--- src/rtl/camac_cycle_sequencer_if.sv ---
// ISA-to-CAMAC bus bundle for camac_cycle_sequencer.
// The sequencer is an ISA I/O target and a CAMAC dataway master; it takes
// the slave modport, and the surrounding environment takes the master modport.
interface camac_cycle_sequencer_if;
  // ISA side
  logic        isa_ior;
  logic        isa_iow;
  logic        isa_aen;
  logic [9:0]  isa_addr;
  logic [7:0]  isa_data_in;
  logic [7:0]  isa_data_out;
  logic        isa_data_oe;
  logic        isa_chrdy;
  // CAMAC side
  logic [11:0] cb_addr;
  logic [15:0] cb_data_in;
  logic [15:0] cb_data_out;
  logic        cb_data_oe;
  logic        cb_rd;
  logic        cb_wr;
  logic        cb_prr;
  logic        cb_zk4;
  // Status
  logic        timeout_err;

  modport slave (
    input  isa_ior, isa_iow, isa_aen, isa_addr, isa_data_in,
    input  cb_data_in, cb_prr, cb_zk4,
    output isa_data_out, isa_data_oe, isa_chrdy,
    output cb_addr, cb_data_out, cb_data_oe, cb_rd, cb_wr,
    output timeout_err
  );

  modport master (
    output isa_ior, isa_iow, isa_aen, isa_addr, isa_data_in,
    output cb_data_in, cb_prr, cb_zk4,
    input  isa_data_out, isa_data_oe, isa_chrdy,
    input  cb_addr, cb_data_out, cb_data_oe, cb_rd, cb_wr,
    input  timeout_err
  );
endinterface

--- src/rtl/camac_cycle_sequencer.sv ---
// camac_cycle_sequencer: maps a 64-byte ISA I/O window onto 32 CAMAC
// 16-bit words. Low-byte writes are buffered, high-byte writes launch the
// CAMAC write; low-byte reads launch the CAMAC read, high-byte reads return
// the upper half of the last word read. ISA wait states are inserted via
// isa_chrdy while a CAMAC cycle is in flight.
// Optional feature: define CAMAC_TIMEOUT_EN to abort cycles that see no
// bus-free / acknowledge within TIMEOUT_CYCLES clocks (sets timeout_err and
// returns all-ones read data). Without it the sequencer waits forever.
module camac_cycle_sequencer #(
  parameter logic [9:0]  BASE_ADDR      = 10'h100,
  parameter logic [11:0] CB_BASE        = 12'h000,
  parameter int          TIMEOUT_CYCLES = 64
) (
  input  logic                  isa_clk,
  input  logic                  isa_reset,
  camac_cycle_sequencer_if.slave bus
);

  typedef enum logic [2:0] {
    IDLE     = 3'd0,
    SETUP    = 3'd1,
    STROBE   = 3'd2,
    WAIT_ACK = 3'd3,
    HOLD     = 3'd4
  } stateT;

  if (TIMEOUT_CYCLES < 2 || TIMEOUT_CYCLES > 255) begin : g_badTimeout
    $error("camac_cycle_sequencer: TIMEOUT_CYCLES must be within 2..255");
  end

  stateT       r_state;
  logic        r_iorQ;
  logic        r_iowQ;
  logic        r_isRead;
  logic [7:0]  r_holdLo;
  logic [15:0] r_rdLatch;
  logic [7:0]  r_dataOut;
  logic        r_dataOe;
  logic        r_chrdy;
  logic        r_cbRd;
  logic        r_cbWr;
  logic        r_cbDataOe;
  logic [11:0] r_cbAddr;
  logic [15:0] r_cbDataOut;

  logic        w_iorFall;
  logic        w_iowFall;
  logic        w_inWindow;
  logic        w_bothLow;
  logic        w_rdStart;
  logic        w_wrStart;
  logic        w_hiByte;
  logic        w_camacStart;
  logic [11:0] w_cbAddrNext;
  logic        w_timeout;

  // Decode a qualified ISA access from the strobe falling edges
  assign w_iorFall    = r_iorQ & ~bus.isa_ior;
  assign w_iowFall    = r_iowQ & ~bus.isa_iow;
  assign w_bothLow    = ~bus.isa_ior & ~bus.isa_iow;
  assign w_inWindow   = ~bus.isa_aen & (bus.isa_addr[9:6] == BASE_ADDR[9:6]);
  assign w_rdStart    = w_iorFall & w_inWindow & ~w_bothLow;
  assign w_wrStart    = w_iowFall & w_inWindow & ~w_bothLow;
  assign w_hiByte     = bus.isa_addr[0];
  assign w_camacStart = (w_wrStart & w_hiByte) | (w_rdStart & ~w_hiByte);
  assign w_cbAddrNext = CB_BASE + {7'd0, bus.isa_addr[5:1]};

`ifdef CAMAC_TIMEOUT_EN
  localparam logic [7:0] TO_LAST = 8'(TIMEOUT_CYCLES - 1);

  logic [7:0] r_toCnt;
  logic       r_timeoutErr;

  assign w_timeout       = (r_toCnt == TO_LAST);
  assign bus.timeout_err = r_timeoutErr;

  // Count clocks spent waiting for bus-free or acknowledge; flag expiry
  always_ff @(posedge isa_clk) begin
    if (!isa_reset) begin
      r_toCnt      <= 8'd0;
      r_timeoutErr <= 1'b0;
    end else if (r_state == IDLE && w_camacStart) begin
      r_toCnt      <= 8'd0;
      r_timeoutErr <= 1'b0;
    end else if ((r_state == SETUP && !bus.cb_zk4) ||
                 (r_state == WAIT_ACK && !bus.cb_prr)) begin
      if (w_timeout) begin
        r_timeoutErr <= 1'b1;
      end else begin
        r_toCnt <= r_toCnt + 8'd1;
      end
    end
  end
`else
  assign w_timeout       = 1'b0;
  assign bus.timeout_err = 1'b0;
`endif

  // Access sequencer: edge registers, holding registers and all bus outputs
  always_ff @(posedge isa_clk) begin
    if (!isa_reset) begin
      r_state     <= IDLE;
      r_iorQ      <= 1'b1;
      r_iowQ      <= 1'b1;
      r_isRead    <= 1'b0;
      r_holdLo    <= 8'd0;
      r_rdLatch   <= 16'd0;
      r_dataOut   <= 8'd0;
      r_dataOe    <= 1'b0;
      r_chrdy     <= 1'b1;
      r_cbRd      <= 1'b0;
      r_cbWr      <= 1'b0;
      r_cbDataOe  <= 1'b0;
      r_cbAddr    <= 12'd0;
      r_cbDataOut <= 16'd0;
    end else begin
      r_iorQ <= bus.isa_ior;
      r_iowQ <= bus.isa_iow;
      unique case (r_state)
        IDLE: begin
          if (w_wrStart) begin
            r_isRead <= 1'b0;
            if (w_hiByte) begin
              r_cbAddr    <= w_cbAddrNext;
              r_cbDataOut <= {bus.isa_data_in, r_holdLo};
              r_cbDataOe  <= 1'b1;
              r_chrdy     <= 1'b0;
              r_state     <= SETUP;
            end else begin
              r_holdLo <= bus.isa_data_in;
              r_state  <= HOLD;
            end
          end else if (w_rdStart) begin
            r_isRead <= 1'b1;
            if (w_hiByte) begin
              r_dataOut <= r_rdLatch[15:8];
              r_dataOe  <= 1'b1;
              r_state   <= HOLD;
            end else begin
              r_cbAddr <= w_cbAddrNext;
              r_chrdy  <= 1'b0;
              r_state  <= SETUP;
            end
          end
        end
        SETUP: begin
          if (bus.cb_zk4) begin
            r_cbRd  <= r_isRead;
            r_cbWr  <= ~r_isRead;
            r_state <= STROBE;
          end else if (w_timeout) begin
            r_cbDataOe <= 1'b0;
            r_chrdy    <= 1'b1;
            r_state    <= HOLD;
            if (r_isRead) begin
              r_rdLatch <= 16'hFFFF;
              r_dataOut <= 8'hFF;
              r_dataOe  <= ~bus.isa_ior;
            end
          end
        end
        STROBE: begin
          r_state <= WAIT_ACK;
        end
        WAIT_ACK: begin
          if (bus.cb_prr || w_timeout) begin
            r_cbRd     <= 1'b0;
            r_cbWr     <= 1'b0;
            r_cbDataOe <= 1'b0;
            r_chrdy    <= 1'b1;
            r_state    <= HOLD;
            if (r_isRead) begin
              r_rdLatch <= bus.cb_prr ? bus.cb_data_in : 16'hFFFF;
              r_dataOut <= bus.cb_prr ? bus.cb_data_in[7:0] : 8'hFF;
              r_dataOe  <= ~bus.isa_ior;
            end
          end
        end
        HOLD: begin
          if (bus.isa_ior && bus.isa_iow) begin
            r_dataOe <= 1'b0;
            r_state  <= IDLE;
          end else begin
            r_dataOe <= r_isRead & ~bus.isa_ior;
          end
        end
        default: begin
          r_state <= IDLE;
        end
      endcase
    end
  end

  assign bus.isa_data_out = r_dataOut;
  assign bus.isa_data_oe  = r_dataOe;
  assign bus.isa_chrdy    = r_chrdy;
  assign bus.cb_addr      = r_cbAddr;
  assign bus.cb_data_out  = r_cbDataOut;
  assign bus.cb_data_oe   = r_cbDataOe;
  assign bus.cb_rd        = r_cbRd;
  assign bus.cb_wr        = r_cbWr;

endmodule

--- src/flat_wrapper.sv ---
// flat-port wrapper written by rule: the top's interface ports become plain ports
module camac_cycle_sequencer_flat 
#(
  parameter logic [9:0]  BASE_ADDR      = 10'h100,
  parameter logic [11:0] CB_BASE        = 12'h000,
  parameter int          TIMEOUT_CYCLES = 64
)
  (isa_clk, isa_reset, bus_isa_ior, bus_isa_iow, bus_isa_aen, bus_isa_addr, bus_isa_data_in, bus_cb_data_in, bus_cb_prr, bus_cb_zk4, bus_isa_data_out, bus_isa_data_oe, bus_isa_chrdy, bus_cb_addr, bus_cb_data_out, bus_cb_data_oe, bus_cb_rd, bus_cb_wr, bus_timeout_err);
  camac_cycle_sequencer_if bus_i ();
  input  logic isa_clk;
  input  logic isa_reset;
  input wire logic [$bits(bus_i.isa_ior)-1:0] bus_isa_ior;
  input wire logic [$bits(bus_i.isa_iow)-1:0] bus_isa_iow;
  input wire logic [$bits(bus_i.isa_aen)-1:0] bus_isa_aen;
  input wire logic [$bits(bus_i.isa_addr)-1:0] bus_isa_addr;
  input wire logic [$bits(bus_i.isa_data_in)-1:0] bus_isa_data_in;
  input wire logic [$bits(bus_i.cb_data_in)-1:0] bus_cb_data_in;
  input wire logic [$bits(bus_i.cb_prr)-1:0] bus_cb_prr;
  input wire logic [$bits(bus_i.cb_zk4)-1:0] bus_cb_zk4;
  output wire logic [$bits(bus_i.isa_data_out)-1:0] bus_isa_data_out;
  output wire logic [$bits(bus_i.isa_data_oe)-1:0] bus_isa_data_oe;
  output wire logic [$bits(bus_i.isa_chrdy)-1:0] bus_isa_chrdy;
  output wire logic [$bits(bus_i.cb_addr)-1:0] bus_cb_addr;
  output wire logic [$bits(bus_i.cb_data_out)-1:0] bus_cb_data_out;
  output wire logic [$bits(bus_i.cb_data_oe)-1:0] bus_cb_data_oe;
  output wire logic [$bits(bus_i.cb_rd)-1:0] bus_cb_rd;
  output wire logic [$bits(bus_i.cb_wr)-1:0] bus_cb_wr;
  output wire logic [$bits(bus_i.timeout_err)-1:0] bus_timeout_err;
  assign bus_i.isa_ior = bus_isa_ior;
  assign bus_i.isa_iow = bus_isa_iow;
  assign bus_i.isa_aen = bus_isa_aen;
  assign bus_i.isa_addr = bus_isa_addr;
  assign bus_i.isa_data_in = bus_isa_data_in;
  assign bus_i.cb_data_in = bus_cb_data_in;
  assign bus_i.cb_prr = bus_cb_prr;
  assign bus_i.cb_zk4 = bus_cb_zk4;
  assign bus_isa_data_out = bus_i.isa_data_out;
  assign bus_isa_data_oe = bus_i.isa_data_oe;
  assign bus_isa_chrdy = bus_i.isa_chrdy;
  assign bus_cb_addr = bus_i.cb_addr;
  assign bus_cb_data_out = bus_i.cb_data_out;
  assign bus_cb_data_oe = bus_i.cb_data_oe;
  assign bus_cb_rd = bus_i.cb_rd;
  assign bus_cb_wr = bus_i.cb_wr;
  assign bus_timeout_err = bus_i.timeout_err;
  camac_cycle_sequencer #(.BASE_ADDR(BASE_ADDR), .CB_BASE(CB_BASE), .TIMEOUT_CYCLES(TIMEOUT_CYCLES)) u_core (.isa_clk(isa_clk), .isa_reset(isa_reset), .bus(bus_i));
endmodule
--- config.mk ---
export PLATFORM = sky130hd
export DESIGN_NAME = camac_cycle_sequencer_flat
export DESIGN_NICKNAME = d
export VERILOG_FILES = /design/src/rtl/camac_cycle_sequencer_if.sv /design/src/rtl/camac_cycle_sequencer.sv /design/src/flat_wrapper.sv
export SDC_FILE = /design/constraint.sdc
export NUM_CORES = 1
export LEC_CHECK = 0
export ABC_AREA = 1
export CORE_MARGIN = 5
export CORE_UTILIZATION = 49
export DETAILED_ROUTE_END_ITERATION = 8
export PLACE_DENSITY = 0.91
export SLEW_MARGIN = 20
export SYNTH_ARGS = -nofsm -noshare
export SYNTH_HDL_FRONTEND = slang
export SYNTH_SLANG_ARGS = --single-unit
--- constraint.sdc ---
create_clock -name isa_clk -period 3.33 [get_ports isa_clk]
set_input_delay 0.666 -clock isa_clk [delete_from_list [all_inputs] [get_ports isa_clk]]
set_output_delay 0.666 -clock isa_clk [all_outputs]
set_load 0.03 [all_outputs]
# Word level (Yosys, flattened, before mapping)
# Index checks and enable logic that the tools add are counted.
[word_totals]
word_cells = 104
regBits = 71
in_bits = 41
[op_classes]
bitwise_logic = 15
mux = 40
reduce_logical = 17
eq_ne = 18
[ops]
columns = ["op", "n"]
rows = [
  ["12-bit two-way mux", 4],
  ["8-bit two-way mux", 5],
  ["3-bit two-way mux", 7],
  ["1-bit two-way mux", 17],
  ["8-bit case mux with 2 select lines", 1],
  ["3-bit case mux with 5 select lines", 1],
  ["3-bit AND reduction", 4],
  ["4-bit AND reduction", 3],
  ["6-bit AND reduction", 2],
  ["2-bit by 1-bit != test with 1-bit output (second input constant)", 5],
  ["2-bit != test (second input constant)", 5],
  ["1-bit bitwise AND", 9],
  ["1-bit case mux with 2 select lines", 4],
  ["3-bit by 2-bit == test with 1-bit output (second input constant)", 2],
  ["1-bit inverter", 6],
  ["2-bit nonzero test", 3],
  ["5-bit AND reduction", 1],
  ["4-bit by 3-bit == test with 1-bit output (second input constant)", 1],
  ["3-bit by 1-bit == test with 1-bit output (second input constant)", 1],
  ["3-bit == test (second input constant)", 1],
  ["3-bit logical NOT", 1],
  ["3-bit by 1-bit != test with 1-bit output (second input constant)", 1],
  ["3-bit by 2-bit != test with 1-bit output (second input constant)", 1],
  ["3-bit != test (second input constant)", 1],
  ["other kinds (4)", 4],
]

# Depth between registers and ports, before layout
# Gate-level depths: netlist (run 1).
[depth]
ltp_word = 7
ltp_mapped = 12

# Worst setup path after synthesis (run 1)
# No wires, ideal clock.
[synth_timing]
path_type = "input -> register"
from = "input bus_isa_aen"
to = "register u_core.r_cbAddr[0] (netlist: u_core.bus.cb_addr[0])"
path_stages = 11
path_buffers = 0
t_arrival_ps = 1663
slack_ps = 1551
setup_time_ps = 116
path_cell_list = "nor2_1 nand2_1 nor2_2 nand2_2 ha_1 inv_1 nand2_1 inv_1 nand2_1 o21ai_0 nor2_1"
[synth_via]
elab_chain_cells = 6
[synth_rtl]
columns = ["element", "line", "source"]
rows = [
  ["from (decl)", "flat_wrapper.sv:14", "input wire logic [$bits(bus_i.isa_aen)-1:0] bus_isa_aen;"],
  ["1-bit inverter *", "camac_cycle_sequencer.sv:61", "assign w_inWindow = ~bus.isa_aen & (bus.isa_addr[9:6] == BASE_ADDR[9:6]);"],
  ["1-bit bitwise AND *", "camac_cycle_sequencer.sv:61", ""],
  ["1-bit bitwise AND (on tied branches) (2 in series)", "camac_cycle_sequencer.sv:63, camac_cycle_sequencer.sv:62", ""],
  ["2-bit by 1-bit != test with 1-bit output (no line), or another cell as far along", "-", ""],
  ["4-bit AND reduction (no line)", "-", ""],
  ["to (signal assigned)", "camac_cycle_sequencer.sv:124", "r_cbAddr <= w_cbAddrNext;"],
  ["to (signal assigned)", "camac_cycle_sequencer.sv:140", "r_cbAddr <= w_cbAddrNext;"],
  ["to (decl)", "camac_cycle_sequencer.sv:43", "logic [11:0] r_cbAddr;"],
]
# Every way passes the cells marked *; elsewhere a longest branch is shown, timed or not.
# A chain may end at the register's enable or synchronous reset.

# Worst setup path after layout (run 1)
[layout_timing]
from = "input bus_isa_aen"
to = "register u_core.r_cbAddr[2] (netlist: u_core.bus.cb_addr[2])"
# Same word-level chain as after synthesis.

==> run metrics, run 1 <==
Final nets=447; routability cong.=0.825; CTS buffer count=5; largest family of logic cells by synthesized area=simple AND/OR/NAND/NOR gates; Seq cells post-synth=56; global-route wire length before repair=9740 um; Filler cells=472; hpwl dp=4600 um; IO Count=83; P_leak=0.00125 uW; post-synthesis sequential area ratio=44.1%; Synth Area in Adders=0.492%; Syn Area/Cell=7.53 um2; synth warn=0; FMAX=0.477 GHz; die area=6730 um2; CP Class=primary input to flip-flop; GRT Total Usage=18.4%; CP Cell Sequence=clkdlybuf4s50_1 -> nor2_1 -> nand2_1 -> nor2_2 -> nand2_2 -> ha_1 -> inv_1 -> nand2_1 -> inv_1 -> nand2_1 -> inv_2 -> nor2_1 -> nor2_1; Max Cap Viol=0; fin cells=475; startpoint types=primary input; antenna violations before repair=0; area fraction in compound gates after synthesis=13.8%; Area Overhead vs Synth=30.8%; die width=82.1 um; CP arrival=2.33 ns; DP Cell Count=468; # DRC=0; largest stage delay on the critical path=0.40 ns; Routed Antenna Nets=0; final worst slack=1.23 ns; routed length per instance=12.6 um; RSZ-0062 raised after global routing=false; Final min period=2.10 ns; # setup viols final=0; clk_lat worst skew=0.30 ns; post-synthesis xor/xnor area fraction=0%; Synth Area in Simple Gates=31.0%; worst path bufs/invs=4; met1 GRT Util=19.9%; final max-slew violation count=0; number of diodes=0; Hold Crit Class=flip-flop to flip-flop; critical-path maximum fanout=6; # H-tree levels=2; Longest Clk Path Bufs=2; peak supply drop=224 uV; Placeable Area=5070 um2; die height=82.1 um; drt total wl=5980 um; Sequential Area=1120 um2; first-iteration detailed-routing DRC count=72; most frequent cells in the layout=nand2_1 (77), clkdlybuf4s50_1 (74), dfxtp_1 (56), a21oi_1 (44), nand3_1 (33); TritonCTS clock tree=done; Initial DRT Pass Iterations=4; CP max-delay cell=clkdlybuf4s50_1; clock sink count=56; Rows=26; met3 Use GR=4.61%; Required @ worst endpoint=3.56 ns; drt via density=4.97; clk root buf=clkbuf_8; status=finished clean; Post-CTS Hold Fix Bufs=0; mux contribution to synthesized area=0%; # port buffers=74; cell area after synthesis=2540 um2; Setup crit end kind=flip-flop; CTS clk-pin slew, worst paths=0.09 ns; Worst Tran Pin Value=0.596 ns; Pwr Density=377 nW/um2; initial core utilization=50.1%; final-report hold violation count=0; TNS Setup=0 ns; Post-CTS Setup Inserts=0; multi-input gate area in the final layout=1180 um2; GR peak layer=met2; Resize count post-CTS=0; vias in the first global route=2280; post-layout util=65.6%; GR Overflow Total=0; Yosys cell types=26; Slew headroom=60.2%; pre-CTS WS=0.919 ns; M2 GR Usage=33.8%; CP delay by family, top=simple AND/OR/NAND/NOR gates; skew final=0.00748 ns; vias=2362; layout cells sized above 1=7.41%; commonest non-fill, non-tap cell in the layout=nand2_1; final worst-path cycle share=62.9%; largest net degree at the start of global routing=38; Synth Instances=338
Yosys cell counts (all sizes together):
| library cell | number | area, um2 |
|---|---|---|
| nand2 | 85 | 359 |
| conb | 1 | 3.75 |
| a21oi | 44 | 220 |
| nor2 | 30 | 169 |
| clkbuf | 5 | 18.8 |
| a211oi | 1 | 7.51 |
| ha | 1 | 12.5 |
| inv | 28 | 110 |
| dfxtp | 56 | 1120 |
| a22oi | 1 | 7.51 |
| buf | 17 | 138 |
| o21ai | 22 | 110 |
| nand3 | 35 | 193 |
| nand4 | 11 | 68.8 |
| a31oi | 1 | 6.26 |
cell type report:
cell class,count,area share (%)
clock inverter,1,0.150
clock buffer,6,2.18
sequential,56,33.7
tap,70,2.63
timing repair buffer,75,22.5
multi-input combinational,239,35.6
inverter,28,3.31
worst paths after layout:
| check | cells after the start | end | slack (ns) | from |
|---|---|---|---|---|
| max | 13 | u_core.bus.cb_addr[2]$_SDFFE_PN0P_ | 1.23 | bus_isa_aen |
| min | 2 | u_core.r_rdLatch[10]$_SDFFE_PN0P_ | 0.46 | u_core.r_rdLatch[10]$_SDFFE_PN0P_ |
| max reg2reg | 5 | u_core.r_rdLatch[8]$_SDFFE_PN0P_ | 1.50 | u_core.r_state[1]$_SDFFE_PN0P_ |
| min reg2reg | 2 | u_core.r_rdLatch[10]$_SDFFE_PN0P_ | 0.46 | u_core.r_rdLatch[10]$_SDFFE_PN0P_ |
worst register-to-register path, stage by stage, from the launching register on:
cell     delay [ns]
dfxtp_1        0.43
nand3_2        0.27
inv_2          0.30
nand3_1        0.36
o21ai_0        0.31
a21oi_1        0.06
cell families (layout without fill, tap and decap cells):
kind of cell / count (synthesis) / after routing
adder cells (fa/ha/maj): 1 / 1
other: 1 / 8
AND/OR/NAND/NOR: 161 / 161
buffers and inverters: 50 / 110
AO/OA/AOI/OAI: 69 / 69
flip-flops: 56 / 56
state kept, by name, indices dropped and copies added (netlist names):
signal                   flops
u_core.bus.cb_data_out      16
u_core.bus.isa_data_out      8
u_core.r_holdLo              8
u_core.r_rdLatch             8
u_core.bus.cb_addr           5
u_core.r_state               3
u_core.bus.cb_data_oe        1
u_core.bus.cb_rd             1
u_core.bus.cb_wr             1
u_core.bus.isa_chrdy         1
u_core.bus.isa_data_oe       1
u_core.r_iorQ                1
u_core.r_iowQ                1
u_core.r_isRead              1
power breakdown:
part | leakage, uW | total (uW) | switching, uW | internal, uW
logic | 0.000760 | 224 | 135 | 88.4
registers | 0.000452 | 686 | 6.72 | 679
clock network | 0.0000410 | 346 | 202 | 144
metrics by stage:
| stage | cell area [um2] | total power [uW] | hold slack [ns] |
|---|---|---|---|
| after floorplan | 2570 | 857 | 0.425 |
| after global placement | 3250 | 920 | 0.433 |
| after detailed placement | 3250 | 924 | 0.452 |
| after CTS | 3330 | 1270 | 0.465 |
| after global routing | 3330 | 1320 | 0.471 |
| final | 3330 | 1260 | 0.461 |
routing by layer:
layer	vias up	wire length [um]	share of wire, %
li1	1223	-	-
met2	72	2990	50
met1	1058	2500	42
met5	-	0	0
met3	9	414	6.9
met4	0	81	1.4
No activity file was read; power rests on OpenSTA's default activity.
==> inputs of run 2 (changes only) <==
--- a/config.mk
+++ b/config.mk
@@ -7,9 +7,9 @@
 export LEC_CHECK = 0
 export ABC_AREA = 1
 export CORE_MARGIN = 5
-export CORE_UTILIZATION = 49
+export CORE_UTILIZATION = 41
 export DETAILED_ROUTE_END_ITERATION = 8
-export PLACE_DENSITY = 0.91
+export PLACE_DENSITY = 0.82
 export SLEW_MARGIN = 20
 export SYNTH_ARGS = -nofsm -noshare
 export SYNTH_HDL_FRONTEND = slang
==> constraint.sdc (replaced) <==
create_clock -name isa_clk -period 1.83 [get_ports isa_clk]
set_input_delay 0.366 -clock isa_clk [delete_from_list [all_inputs] [get_ports isa_clk]]
set_output_delay 0.366 -clock isa_clk [all_outputs]
set_load 0.03 [all_outputs]
==> run 2 against run 1 <==
Wire length rose by 1.7%. Sequential power rose by 82%. Count of clock-buffer cells in the layout did not move. First-iteration DRC count fell by 5.6%. Setup slack got worse by 1.1 ns. Total power rose by 88%. Critical endpoint is now bus_cb_data_oe. Hold slack got worse by 0.0076 ns. Via count rose by 1.4%. Largest power group unchanged. Critical path depth fell by 12. Register-to-register slack got worse by 1.2 ns. Sequential share of layout area fell by 1.4 points.
==> run metrics, run 2 (synthesis results as in run 1) <==
status=finished clean; final-report hold violation count=0 (unchanged); CP arrival=1.37 ns (-0.96 ns); GR Overflow Total=0 (unchanged); drt total wl=6090 um (+1.7%); Switching Share=28.3% (+0.84 points); CP delay by family, top=buffers and inverters; CP Class=flip-flop to primary output; startpoint types=flip-flop; clk_lat worst skew=0.31 ns (about the same); Final min period=1.74 ns; Required @ worst endpoint=1.46 ns (-2.10 ns); Comb pwr share=18.3% (+0.5 points); P_leak=0.00131 uW (+4.7%); Pint=1690 uW (+85%); die width=88.8 um (+8.2%); Pwr Density=679 nW/um2 (+80%); FMAX=0.575 GHz; Post-CTS Setup Inserts=0 (unchanged); worst path bufs/invs=1 (-3); Routed Antenna Nets=0 (unchanged); CP Cell Sequence=clkdlybuf4s50_1; # DRC=0 (unchanged); final max-slew violation count=0 (unchanged); layout cells sized above 1=10.1% (+2.7 points); post-layout util=57.9% (-7.6 points); Flop pwr share=53.0% (-1.6 points); routed length per instance=12.4 um (-1.4%); number of flip-flops in the largest register=16 (unchanged); IO Count=83 (unchanged); # setup viols final=0 (unchanged); most frequent cells in the layout=nand2_1 (76), clkdlybuf4s50_1 (74), dfxtp_1 (56), a21oi_1 (44), nand3_1 (32); TritonCTS clock tree=done; clk root buf=clkbuf_8; fin cells=490 (+3.2%); drt via density=4.89 (-1.7%); commonest non-fill, non-tap cell in the layout=nand2_1; Longest Clk Path Bufs=2 (unchanged); Setup crit end kind=primary output; CP max-delay cell=clkdlybuf4s50_1; Final nets=456 (+2.0%); Sequential Area=1120 um2 (unchanged); DP Cell Count=482 (+3.0%); GRT Total Usage=16.1% (-2.3 points); Max Cap Viol=0 (unchanged); CTS clk-pin slew, worst paths=0.10 ns (about the same); Area Overhead vs Synth=36.4%; hpwl dp=4710 um (+2.3%); clock power share=28.7% (+1.1 points); peak supply drop=372 uV (+66%); critical-path maximum fanout=2 (-4); # H-tree levels=2 (unchanged); die area=7880 um2 (+17%); number of diodes=0 (unchanged); clock sink count=56 (unchanged); # port buffers=74 (unchanged); routability cong.=0.866 (+4.9%); largest net degree at the start of global routing=25 (-34%); multi-input gate area in the final layout=1190 um2 (+0.63%); CTS buffer count=5 (unchanged); Switch Pwr=666 uW (+93%); skew final=0.0106 ns (+0.00310 ns); RSZ-0062 raised after global routing=false; vias in the first global route=2282 (+0.088%); largest stage delay on the critical path=0.69 ns (+0.29 ns); Rows=28 (+7.7%); initial core utilization=42.5% (-7.7 points); Fin Hold WS=0.454 ns (-0.00764 ns); first-iteration detailed-routing DRC count=68 (-5.6%); Initial DRT Pass Iterations=4 (unchanged); final worst-path cycle share=95.0%; antenna violations before repair=0 (unchanged); Hold Crit Class=flip-flop to flip-flop; vias=2394 (+1.4%); Filler cells=548 (+16%); global-route wire length before repair=10200 um (+4.9%); die height=88.8 um (+8.2%); Placeable Area=5990 um2 (+18%)
-- run 2: cell count changes in the layout (fill, tap and decap cells not counted) --
cell,change
buf_4,+5
buf_12,+4
clkinv_2,-1
clkinv_4,+1
clkinvlp_4,+1
nand2_1,-1
nand2_2,+1
nand3_1,-1
nand3_2,+1
-- run 2: power groups by stage --
stage | Combinational (uW) | Sequential, uW | Clock (uW)
after detailed placement | 430 | 1280 | 0
after global placement | 424 | 1280 | 0
final | 430 | 1250 | 676
after global routing | 473 | 1250 | 745
after floorplan | 265 | 1300 | 0
after CTS | 430 | 1250 | 692
-- run 2: layout make-up --
class	instances	area share [%]
Clock buffer	6	2.09
Clock inverter	2	0.469
Inverter	28	3.17
Multi-Input combinational cell	239	34.3
Sequential cell	56	32.3
Tap cell	75	2.70
Timing Repair Buffer	84	24.9
-- run 2: final timing paths --
kind / startpoint / end / slack, ns / cells after the start
min: u_core.r_rdLatch[15]$_SDFFE_PN0P_ / u_core.r_rdLatch[15]$_SDFFE_PN0P_ / 0.45 / 2
min reg2reg: u_core.r_rdLatch[15]$_SDFFE_PN0P_ / u_core.r_rdLatch[15]$_SDFFE_PN0P_ / 0.45 / 2
max: u_core.bus.cb_data_oe$_SDFFE_PN0P_ / bus_cb_data_oe / 0.09 / 1
max reg2reg: u_core.r_state[1]$_SDFFE_PN0P_ / u_core.bus.isa_data_out[0]$_SDFFE_PN0P_ / 0.34 / 6
-- run 2: repair_timing --
item                                    in CTS  in global routing
endpoints found under the setup margin       0                  3
hold buffers                                 0                  0
resized for setup                            0                  2
-- run 2: metal layers --
metal	share of wire, %	up-vias	track usage [%]	routed length (um)
li1	-	1242	-	-
met1	44	1075	20.3	2680
met2	47	72	27.5	2890
met3	7.9	5	4.47	480
met4	0.71	0	3.30	43
met5	0	-	0	0
-- run 2: through the flow --
step / total power (uW) / instance area (um2) / setup TNS (ns) / worst slack, ns
CTS: 2370 / 3460 / 0 / 0.0890
global placement: 1700 / 3370 / -0.565 / -0.0685
detailed placement: 1710 / 3370 / -1.84 / -0.173
floorplan: 1560 / 2570 / 0 / 0.351
global route: 2470 / 3470 / 0 / 0.0318
finish: 2360 / 3470 / 0 / 0.0911
==> inputs of run 3 (changes only) <==
--- a/config.mk
+++ b/config.mk
@@ -6,10 +6,12 @@
 export NUM_CORES = 1
 export LEC_CHECK = 0
 export ABC_AREA = 1
-export CORE_MARGIN = 5
-export CORE_UTILIZATION = 41
+export CORE_MARGIN = 3
+export CORE_UTILIZATION = 43
+export CTS_BUF_LIST = sky130_fd_sc_hd__clkbuf_4
+export CTS_CLUSTER_DIAMETER = 200
 export DETAILED_ROUTE_END_ITERATION = 8
-export PLACE_DENSITY = 0.82
+export PLACE_DENSITY = 0.86
 export SLEW_MARGIN = 20
 export SYNTH_ARGS = -nofsm -noshare
 export SYNTH_HDL_FRONTEND = slang
==> run 3 against run 2 <==
Fmax is 1.4% lower. Via count is 0.88% lower. Sequential power hardly changed. Utilization is 3.9 points higher. Clock power is 22% lower. Global-route usage is 1.1 points higher. Clock skew is 0.0060 ns lower. Wire length is 4.4% lower. Critical path depth stayed put. Hold slack better by 0.0040 ns. Setup slack worse by 0.026 ns.
==> run metrics, run 3 (synthesis results as in run 1) <==
Pwr Density=636 nW/um2 (-6.2%); die area=6880 um2 (-13%); # H-tree levels=2 (unchanged); status=finished clean; TNS Setup=0 ns (unchanged); clock sink count=56 (unchanged); largest stage delay on the critical path=0.67 ns (-0.02 ns); GR Overflow Total=0 (unchanged); CTS clk-pin slew, worst paths=0.14 ns (+0.04 ns); hold_sp=u_core.bus.isa_chrdy$_SDFFE_PN1P_; hpwl dp=4590 um (-2.4%); routability cong.=0.847 (-2.2%); Endpoint, Worst Hold=u_core.bus.isa_chrdy$_SDFFE_PN1P_; TritonCTS clock tree=done; drt via density=4.86 (-0.47%); Rows=27 (-3.6%); most frequent cells in the layout=nand2_1 (77), clkdlybuf4s50_1 (60), dfxtp_1 (56), a21oi_1 (44), nand3_1 (33); Reg2Reg Setup Slack=0.22 ns (-0.12 ns); CP Cell Sequence=clkdlybuf4s50_1; largest net degree at the start of global routing=21 (-16%); Placeable Area=5610 um2 (-6.4%); # DRC=0 (unchanged); Post-CTS Setup Inserts=0 (unchanged); Final min period=1.76 ns (+0.0255 ns); number of diodes=0 (unchanged); startpoint types=flip-flop; Initial DRT Pass Iterations=4 (unchanged); P_leak=0.00155 uW (+18%); multi-input gate area in the final layout=1180 um2 (-0.63%); Hold Crit Class=flip-flop to flip-flop; Setup crit end kind=primary output; final worst slack=0.0655 ns (-0.0255 ns); layout cells sized above 1=9.86% (-0.26 points); clk_lat worst skew=0.35 ns (+0.04 ns); IO Count=83 (unchanged); critical-path maximum fanout=2 (unchanged); antenna violations before repair=0 (unchanged); number of flip-flops in the largest register=16 (unchanged); final-report hold violation count=0 (unchanged); Sequential Area=1120 um2 (unchanged); # port buffers=74 (unchanged); global-route wire length before repair=10000 um (-2.1%); vias=2373 (-0.88%); pre-CTS WS=-0.112 ns (+0.0609 ns); drt total wl=5820 um (-4.4%); CTS buffer count=5 (unchanged); Max Cap Viol=0 (unchanged); Levels on crit path=1 (unchanged); CP Class=flip-flop to primary output; Post-CTS Hold Fix Bufs=0 (unchanged); # setup viols final=0 (unchanged); Filler cells=552 (+0.73%); RSZ-0062 raised after global routing=false; vias in the first global route=2224 (-2.5%); commonest non-fill, non-tap cell in the layout=nand2_1; Longest Clk Path Bufs=2 (unchanged); CP max-delay cell=clkdlybuf4s50_1; GRT Total Usage=17.2% (+1.1 points); CP delay by family, top=buffers and inverters; Area Overhead vs Synth=36.3% (about the same); first-iteration detailed-routing DRC count=54 (-21%); die width=82.9 um (-6.6%); final worst-path cycle share=96.4% (+1.4 points); CP arrival=1.40 ns (+0.03 ns); Routed Antenna Nets=0 (unchanged); Required @ worst endpoint=1.46 ns (about the same); R2R Path Start=u_core.r_state[2]$_SDFFE_PN0P_; post-layout util=61.9% (+3.9 points); initial core utilization=45.4% (+2.9 points); Resize count post-CTS=0 (unchanged); final max-slew violation count=0 (unchanged); routed length per instance=11.9 um (-4.0%); Final nets=457 (+0.22%); FMAX=0.567 GHz (-1.4%); skew final=0.00454 ns (-0.00604 ns); reg-to-reg endpoint=u_core.r_rdLatch[15]$_SDFFE_PN0P_; die height=82.9 um (-6.6%); depth of the most critical reg-to-reg path=6 (unchanged); peak supply drop=392 uV (+5.4%); worst path bufs/invs=1 (unchanged); DP Cell Count=480 (-0.41%); clk root buf=clkbuf_4; fin cells=488 (-0.41%); hold depth=2 (unchanged)
==> run 3: cell count changes in the layout (fill, tap and decap cells not counted), moves of 5 or more <==
cell	before	now
clkdlybuf4s50_1	74	60
clkbuf_8	5	0
clkbuf_4	0	7
dlymetal6s2s_1	0	14
==> run 3: per-stage QoR <==
stage	hold slack [ns]	total power, uW	area (um2)
after floorplan	0.425	1560	2570
after detailed placement	0.438	1710	3380
final	0.458	2210	3470
after global routing	0.485	2320	3470
after CTS	0.457	2230	3430
after global placement	0.432	1700	3380
==> run 3: area by class of cell <==
cell class              instances  share of cell area, %
multi-input cells             239                   34.1
flip-flops and latches         56                   32.3
repair buffers                 85                   26.2
inverters                      28                   3.17
well taps                      72                   2.60
clock buffers                   7                   1.51
clock inverters                 1                  0.108
==> run 3: worst max-delay path by stage <==
stage                                         end                                   start  slack, ns
2_1_floorplan  u_core.bus.cb_addr[0]$_SDFFE_PN0P_                             bus_isa_aen       0.35
3_3_place_gp   u_core.bus.cb_addr[0]$_SDFFE_PN0P_                             bus_isa_aen      -0.07
3_5_place_dp   u_core.bus.cb_addr[2]$_SDFFE_PN0P_                             bus_isa_ior      -0.11
4_1_cts                           bus_isa_data_oe     u_core.bus.isa_data_oe$_SDFFE_PN0P_       0.02
5_1_grt                        bus_cb_data_out[5]  u_core.bus.cb_data_out[5]$_SDFFE_PN0P_      0.002
6_report                       bus_cb_data_out[2]  u_core.bus.cb_data_out[2]$_SDFFE_PN0P_       0.07
==> run 3: per-layer routing <==
metal / routed length [um] / part of all wire [%] / global-route usage [%] / up-vias
li1: - / - / - / 1248
met1: 2500 / 43 / 21.7 / 1032
met2: 2820 / 48 / 29.0 / 86
met3: 456 / 7.8 / 4.66 / 7
met4: 51 / 0.88 / 4.16 / 0
met5: 0 / 0 / 0 / -
==> run 3: where the power goes <==
group,total [uW],switching (uW),internal (uW),leakage (uW)
combinational,431,252,179,0.00107
sequential,1250,12.0,1240,0.000452
clock,528,349,179,0.0000338
==> patch, RTL diff (flow settings as in run 2) <==
Add a define of `CAMAC_TIMEOUT_EN`.
--- a/src/rtl/camac_cycle_sequencer.sv
+++ b/src/rtl/camac_cycle_sequencer.sv
@@ -6,6 +6,8 @@
 // Optional feature: define CAMAC_TIMEOUT_EN to abort cycles that see no
 // bus-free / acknowledge within TIMEOUT_CYCLES clocks (sets timeout_err and
 // returns all-ones read data). Without it the sequencer waits forever.
+`define CAMAC_TIMEOUT_EN
+
 module camac_cycle_sequencer #(
   parameter logic [9:0]  BASE_ADDR      = 10'h100,
   parameter logic [11:0] CB_BASE        = 12'h000,
Check against the original RTL: no difference found for any inputs over 4 cycles, from zero or initial values and one cycle with isa_reset low; that may be too few to reach the edited logic, so the function may still have changed.
==> patch against run 2 <==
  * Area after synthesis is 25% higher
  * Wire length is 30% higher
  * Cell count is 28% higher
  * Register-to-register slack worse by 0.16 ns
  * Design area is 27% higher
  * Total power is 110% higher
  * Sequential cell count is 9 higher
  * Setup slack worse by 0.039 ns
  * Critical endpoint is now bus_cb_data_out[4]
==> patch: results (changes against run 2) <==
stage	metric	value	unit	change
placement	gp_congestion	0.891		+2.9%
route	wl_met1	3420	µm	+28%
global_routing	use_met3	7.07	%	+2.6 points
global_routing	antenna_found_initial	0		unchanged
power_and_ir_drop	power.internal	3.10	mW	+83%
logic_synthesis	netlist_top_cells_count	dfxtp_1 (65), nand2_1 (65), a21oi_1 (53)		
logic_synthesis	synth_compound_gate_area_share	17.9	%	+4.1 points
route	drt_iter0_markers	141		+110%
power_and_ir_drop	power_density	1110	nW/µm²	+64%
route	wirelength	7940	µm	+30%
global_routing	gr-usage-met2	27.1	%	-0.34 points
finish	nFillCells	696		+27%
finish	drive_above_1_share	15.4	%	+5.2 points
timing	finalClockSkew	0.00818	ns	-0.00240 ns
logic_synthesis	synthXorXnorAreaFrac	1.37	%	+1.4 points
global_routing	grt_usage	16.6	%	+0.56 points
power_and_ir_drop	p_leak	1.75	nW	+33%
placement	hpwl	5910	µm	+26%
setup_path	critPathArrivalTime	1.41	ns	+0.04 ns
placement	dpl_cell_area	4140	µm²	+23%
logic_synthesis	synth_cell_type_count	37		+42%
logic_synthesis	synth_area_leaders	dfxtp_1 (41%), a21oi_1 (8.3%), nand2_1 (7.6%), inv_1 (6.1%), o21ai_0 (5.5%)		
clock_network	clk_pin_slew	0.07	ns	-0.03 ns
route	dr_wl_met3	636	µm	+33%
finish	fin_util	57.5	%	-0.46 points
power_and_ir_drop	seq_cell_power	1.67	mW	+34%
power_and_ir_drop	pwr.group.clock	1.38	mW	+100%
hold_path	hp-class	flop to flop		
global_routing	grt_pass1_wl	13400	µm	+31%
clock_network	htreeDepth	3		+1
placement	port_buffers	75		+1.4%
logic_synthesis	synth_fa_ha_area_share	0.392	%	-0.10 points
logic_synthesis	yosysSeqAreaShare	40.8	%	-3.3 points
route	met2_length	3800	µm	+32%
global_routing	grt_use_met1	20.1	%	-0.17 points
placement	dpl.cell_count	612		+27%
power_and_ir_drop	ir_worst_vdd	0.000500	V	+34%
global_routing	first_global_vias	2953		+29%
finish	diodes	0		unchanged
route	viasPerCell	4.80		-1.8%
power_and_ir_drop	power_leader	combinational cells		
run_status	status	finished clean		
placement	pre_cts_slack	-0.199	ns	-0.0261 ns
finish	nNetsFinal	564		+24%
clock_network	cts_made_buffers	9		+4
route	wl_per_cell	12.6	µm	+1.7%
logic_synthesis	synth_top_family_by_area	simple AND/OR/NAND/NOR gates		
clock_network	clk_latency	0.34	ns	+0.03 ns
logic_synthesis	avgSynthCellArea	7.46	µm²	-0.96%
global_routing	grt_max_degree	30		+20%
## patch: path summary, 6_finish.rpt
path                                     startpoint                                to  slack (ns)  depth (start not counted)
min reg2reg         u_core.r_holdLo[6]$_SDFFE_PN0P_   u_core.r_holdLo[6]$_SDFFE_PN0P_        0.44                          2
max reg2reg          u_core.r_toCnt[1]$_SDFFE_PP0P_  u_core.r_rdLatch[9]$_SDFFE_PN0P_        0.18                         10
max          u_core.bus.cb_data_out[4]$_SDFFE_PN0P_                bus_cb_data_out[4]        0.05                          1
min                 u_core.r_holdLo[6]$_SDFFE_PN0P_   u_core.r_holdLo[6]$_SDFFE_PN0P_        0.44                          2
## patch: area by class of cell
cell class / instances / share of cell area, %
Clock buffer: 11 / 3.44
Clock inverter: 5 / 1.76
Inverter: 57 / 4.98
Multi-Input combinational cell: 290 / 35.5
Sequential cell: 65 / 29.6
Tap cell: 102 / 2.90
Timing Repair Buffer: 99 / 21.8
